==> config.mk <==
export PLATFORM = sky130hd
export DESIGN_NAME = sequence_generator_tx
export DESIGN_NICKNAME = d
export VERILOG_FILES = /design/src/rtl/sequence_generator_tx.sv
export SDC_FILE = /design/constraint.sdc
export NUM_CORES = 1
export LEC_CHECK = 0
export CORE_UTILIZATION = 30
export CTS_CLUSTER_SIZE = 28
export DETAILED_ROUTE_END_ITERATION = 6
export GPL_TIMING_DRIVEN = 0
export PLACE_DENSITY = 0.5
export SLEW_MARGIN = 20
export SYNTH_ARGS = -nofsm -noshare
export SYNTH_HDL_FRONTEND = slang
export SYNTH_SLANG_ARGS = --single-unit
export TNS_END_PERCENT = 10
==> constraint.sdc <==
create_clock -name clk -period 5.3 [get_ports clk]
set_input_delay 1.06 -clock clk [delete_from_list [all_inputs] [get_ports clk]]
set_output_delay 1.06 -clock clk [all_outputs]
set_load 0.01 [all_outputs]
==> src/rtl/sequence_generator_tx.sv <==
// Bit-serial frame transmitter: PATTERN preamble, then payload, both MSB-first,
// followed by an optional idle gap. One frame per accepted valid/ready word.
module sequence_generator_tx #(
  parameter int                 DATA_W     = 8,
  parameter int                 PAT_W      = 4,
  parameter logic [PAT_W-1:0]   PATTERN    = 4'b1101,
  parameter int                 GAP_CYCLES = 2
) (
  input  logic              clk,
  input  logic              rst,
  input  logic              load_valid,
  input  logic [DATA_W-1:0] load_data,
  output logic              load_ready,
  output logic              out,
  output logic              out_valid,
  output logic              frame_done,
  output logic              busy,
  output logic [1:0]        state_out
);

  localparam int MAX_W = (PAT_W > DATA_W) ? PAT_W : DATA_W;
  localparam int CNT_W = $clog2(MAX_W + 1);
  localparam int GAP_W = (GAP_CYCLES > 0) ? $clog2(GAP_CYCLES + 1) : 1;
  localparam int FR_W  = PAT_W + DATA_W;

  localparam logic [CNT_W-1:0] CNT_PRE  = CNT_W'(PAT_W - 1);
  localparam logic [CNT_W-1:0] CNT_PAY  = CNT_W'(DATA_W - 1);
  localparam logic [CNT_W-1:0] CNT_ONE  = CNT_W'(1);
  localparam logic [GAP_W-1:0] GAP_LAST = GAP_W'((GAP_CYCLES > 0) ? GAP_CYCLES - 1 : 0);
  localparam logic [GAP_W-1:0] GAP_ONE  = GAP_W'(1);

  typedef enum logic [1:0] {
    S_IDLE = 2'd0,
    S_PRE  = 2'd1,
    S_PAY  = 2'd2,
    S_GAP  = 2'd3
  } state_t;

  state_t            state_q, state_d;
  logic              out_q, out_d;
  logic              vld_q, vld_d;
  logic              done_q, done_d;
  logic [CNT_W-1:0]  cnt_q, cnt_d;
  logic [GAP_W-1:0]  gap_q, gap_d;
  logic [FR_W-1:0]   frame_q, frame_d;
  logic              accept;

  assign load_ready = (state_q == S_IDLE);
  assign busy       = (state_q != S_IDLE);
  assign state_out  = state_q;
  assign out        = out_q;
  assign out_valid  = vld_q;
  assign frame_done = done_q;
  assign accept     = load_valid && load_ready;

  // The whole frame lives in one shift register; its MSB is always the next bit to send.
  always_comb begin
    state_d = state_q;
    out_d   = 1'b0;
    vld_d   = 1'b0;
    done_d  = 1'b0;
    cnt_d   = cnt_q;
    gap_d   = gap_q;
    frame_d = frame_q;

    unique case (state_q)
      S_IDLE: begin
        if (accept) begin
          state_d = S_PRE;
          out_d   = PATTERN[PAT_W-1];
          vld_d   = 1'b1;
          cnt_d   = CNT_PRE;
          frame_d = {PATTERN, load_data} << 1;
        end
      end

      S_PRE: begin
        out_d   = frame_q[FR_W-1];
        vld_d   = 1'b1;
        frame_d = frame_q << 1;
        if (cnt_q == '0) begin
          state_d = S_PAY;
          cnt_d   = CNT_PAY;
          done_d  = (DATA_W == 1);
        end else begin
          cnt_d   = cnt_q - CNT_ONE;
        end
      end

      S_PAY: begin
        if (cnt_q == '0) begin
          state_d = (GAP_CYCLES > 0) ? S_GAP : S_IDLE;
          gap_d   = GAP_LAST;
          frame_d = '0;
        end else begin
          out_d   = frame_q[FR_W-1];
          vld_d   = 1'b1;
          frame_d = frame_q << 1;
          cnt_d   = cnt_q - CNT_ONE;
          done_d  = (cnt_q == CNT_ONE);
        end
      end

      S_GAP: begin
        if (gap_q == '0) begin
          state_d = S_IDLE;
        end else begin
          gap_d   = gap_q - GAP_ONE;
        end
      end

      default: state_d = S_IDLE;
    endcase
  end

  always_ff @(posedge clk) begin
    if (rst) begin
      state_q <= S_IDLE;
      out_q   <= 1'b0;
      vld_q   <= 1'b0;
      done_q  <= 1'b0;
      cnt_q   <= '0;
      gap_q   <= '0;
      frame_q <= '0;
    end else begin
      state_q <= state_d;
      out_q   <= out_d;
      vld_q   <= vld_d;
      done_q  <= done_d;
      cnt_q   <= cnt_d;
      gap_q   <= gap_d;
      frame_q <= frame_d;
    end
  end

endmodule

-- Word-level counts from Yosys, hierarchy flattened
Index checks and enable logic that the tools add are counted.
- memory bits (read-only): 0
- input bits: 11
- logic and storage cells: 52
- register bits after elaboration: 23
- latch bits: 0
- bits in writable memories: 0
- memories: 0
- divide/modulo/power cells: 0
- add/subtract/negate cells: 2
- multipliers: 0
- shift-type cells: 0
- equality and inequality tests: 10
- reductions and logical operators: 12
- mux-type cells: 20
- bitwise operators: 1
- magnitude comparators: 0
- operators with widths (kind ; number):
    one-hot mux 12 bit (3 select lines) ; 1
    two-way mux 12 bit ; 2
    two-way mux 2 bit ; 6
    two-way mux 4 bit ; 3
    one-hot mux 4 bit (3 select lines) ; 1
    inequality test 2 bit, second input constant ; 5
    one-hot mux 2 bit (4 select lines) ; 1
    one-hot mux 1 bit (3 select lines) ; 2
    AND reduction 3 bit ; 2
    == test 2 bit, second input constant ; 2
    == test 4 x 1 -> 1 bit, second input constant ; 1
    logical NOT 2 bit ; 2
    logical NOT 4 bit ; 1
    one-hot mux 2 bit (2 select lines) ; 1
    AND reduction 4 bit ; 1
    nonzero test 2 bit ; 2
    subtractor 4 x 1 -> 4 bit, second input constant ; 1
    two-way mux 1 bit ; 3
    nonzero test 3 bit ; 1
    OR reduction 3 bit ; 1
    == test 2 x 1 -> 1 bit, second input constant ; 1
    inequality test 2 x 1 -> 1 bit, second input constant ; 1
    AND reduction 2 bit ; 1
    subtractor 2 x 1 -> 2 bit, second input constant ; 1
    2 further kinds ; 2

-- Depth between registers and ports, before layout
- depth after elaboration: 4
- depth in mapped cells: 7

-- Worst setup path after synthesis
OpenSTA, ideal clock, no wires.
- path kind: flip-flop to output port
- from: register state_q[0], in the netlist state_out[0]
- to: output port busy
- data arrival time: 0.926 ns
- slack: 3.314 ns
- cell stages (with the launch flop): 4
- path through: dfxtp_1 inv_1 ha_1 inv_1
- longest elaborated chain between the ends: 1
- RTL lines (item ; RTL line ; RTL):
    from (decl) ; 39 ; state_t state_q, state_d;
    from (signal assigned) ; 126 ; state_q <= state_d;
    nonzero test 2 bit ; 49 ; assign busy = (state_q != S_IDLE);
    to (decl) ; 17 ; output logic busy,
No other way between the ends.

-- Worst setup path after layout
Ends and elaborated chain as after synthesis.

==> results_dict.tcl <==
set metrics [dict create \
    status "completed" \
    wl_per_cell_um 13.71 \
    groute.usage.overall_pct 13.99 \
    fin_area_um2 1411 \
    cts_repair_resize_count 0 \
    cts_tree "built" \
    postCtsHoldBufs 0 \
    synth_cells 132 \
    placed_area_um2 1340 \
    slew_viol_final 0 \
    die_h_um 62.89 \
    yosysUniqueCellTypes 33 \
    die_area_um2 3955 \
    chipWidth_um 62.89 \
    p_int_mw 0.5352 \
    clkTransAtPathRegs_ps 90 \
    vias 1024 \
    place.gp.congestion 0.7935 \
    coreArea_um2 3442 \
    cpMostUsedCell "inv_1" \
    path_buf_inv 3 \
    netlist_area_um2 1112 \
    clk_path_buf_depth 2 \
    drv_cap 0 \
    avgSynthCellArea_um2 8.427 \
    cts_buffers 3 \
    htree_levels 1 \
    nets 173 \
    area_growth_syn_to_layout_pct 26.88 \
    ios 18 \
    max_stage_delay_ps 530 \
    r2r_setup_slack_ps 3090 \
    hold_viol 0 \
    tns_ps 0 \
    final-seq-area_um2 440.4 \
    drt-initial-drc-count 66 \
    cp_slowest_cell "clkdlybuf4s50_1" \
    path_cells "inv_1 -> ha_1 -> inv_1 -> clkdlybuf4s50_1" \
    path_delay_family "buffers and inverters" \
    avgViaCountPerCell 5.146 \
    ys.flop_type "dfxtp_1" \
    synthesis.nets 151 \
    power.density_nw_per_um2 645.1 \
    post-cts-setup-buffers 0 \
    multi_input_area_um2 609.3 \
    start_kind "register" \
    cts_root_buffer "clkbuf_8" \
    cts.sink_count 22 \
    async_flop_share_pct 0 \
    layout_worst_path_cycle_share_pct 51.91 \
    grt_pass1_wl_um 4581 \
    antenna_found_initial 0 \
    hpwl_um 1938 \
    rows 21 \
    p_leak_nw 0.5467 \
    initial_core_util_pct 32.32 \
    crit_type "register to output pin" \
    irDropWorstVdd_uv 182.3 \
    synth-edff-count 0 \
    max_slew_margin_pct 41.87 \
    drc_errors 0 \
    hp-class "register to register" \
    p_switching_mw 0.3753 \
    max_clock_freq_mhz 363.5 \
    worst_slew_pin_slew_ps 867.9 \
    synth_warnings 0 \
    drt_wl_total_um 2729 \
    setup_violations 0 \
    skew_ps 5.245 \
    fillers 353 \
    cp_max_fo 6 \
    rsz0062_at_grt "false" \
    pwr-share-seq_pct 29.5 \
    final_layout_size_suffix_gt1_share_pct 7.190 \
    yosysSeqAreaShare_pct 39.60 \
    io_buffers 17 \
    dr.pass1.iters 4 \
    min_period_ps 2751 \
    ys_seq_elements 22 \
    clock_power_share_pct 17.4 \
    grt_pass1_vias 1001 \
    grt_max_degree 14 \
    cp.required_ps 4240 \
    ant_nets 0 \
    gr-total-overflow 0 \
    p_sw_share_pct 41.21 \
    cp.arrival_ps 1690 \
    worstSetupEndpointType "output pin" \
    diodes 0 \
    combinationalPowerShare_pct 53.1 \
    worstSkewPairLatency_ps 260 \
]
cells by family after synthesis:
| kind of cell | share of synthesized area, % |
|---|---|
| fa+ha+maj | 8.999 |
| buf+inv | 5.624 |
| mux | 1.912 |
| flops | 39.59 |
| compound gates | 21.60 |
| simple gates | 22.28 |
sequential cells by signal, indices dropped and copies added (netlist names):
name        cells
out_valid       1
frame_q        11
frame_done      1
state_out       2
cnt_q           4
gap_q           2
out             1
synth_stat cells (all sizes together), types with 2 or more instances:
cell type  instances  area [um2]
nand3              3       15.01
a21oi              3       15.01
clkbuf             4       15.01
nor4b              2       17.52
nand2              7       26.28
a31oi              2       12.51
a221oi             7       61.31
a21o               2       16.27
o311a              2       21.27
dfxtp             22       440.4
nor2              21       78.83
buf                2       10.01
a211oi             6       45.04
o21ai              5       25.02
ha                 8       100.1
inv               10       37.54
nor3              12       60.06
power by group through the flow:
stage                     combinational (mW)  clock (mW)  sequential [mW]
after floorplan                        0.333           0            0.268
after global placement                 0.469           0            0.269
after detailed placement               0.478           0            0.271
after CTS                              0.481       0.162            0.268
after global routing                   0.539       0.168            0.276
final                                  0.484       0.158            0.269
cells in the final DEF, fill, tap and decap left out, types with 2 or more instances in the layout:
master and n:
dfxtp_1 22, nor2_1 21, clkdlybuf4s50_1 17, nor3_1 12
inv_1 10, ha_1 8, nand2_1 7, a221oi_1 7
a211oi_1 6, o21ai_0 5, clkbuf_1 4, a21oi_1 3
nand3_1 3, clkbuf_8 3, buf_2 2, nor4b_1 2
a31oi_1 2
worst register-to-register path, stage by stage, from the launching register on:
cell and delay, ps:
dfxtp_1 440, inv_1 90, ha_1 320, o21ai_0 190, a31oi_1 700, a221oi_1 190, nor3_1 210
worst paths after layout:
check / start / to / cells after the start
max reg2reg: state_out[1] / frame_q[7] / 6
min: frame_q[1] / frame_q[1] / 2
min reg2reg: frame_q[1] / frame_q[1] / 2
max: state_out[0] / busy / 4
per-stage QoR:
step,setup slack (ps),total power [mW],util [%],hold slack [ps],cells
finish,2549,0.9105,41.00,467.1,199
global route,2450,0.9832,41.00,510.5,199
CTS,2539,0.9104,41.00,471.4,199
detailed placement,2582,0.7498,38.93,458.7,195
global placement,2616,0.7383,38.93,445.2,195
floorplan,3314,0.6009,-,431.7,132
routing by layer:
layer	global-route usage, %	wire, um	vias to the layer above	share of wire, %
met2	22.04	1283	18	47
met5	0	0	-	0
met4	2.616	0	0	0
met3	1.825	68	0	2.5
met1	20.13	1377	490	50
li1	-	-	516	-
area by class of cell:
class	count	area share (%)
multi-input cells	94	43.17
clock inverters	1	2.128
inverters	10	2.660
well taps	46	4.078
repair buffers	17	12.06
clock buffers	3	2.926
flip-flops and latches	22	31.21
plain buffers	6	1.773
Power figures use the tool's default switching activity.
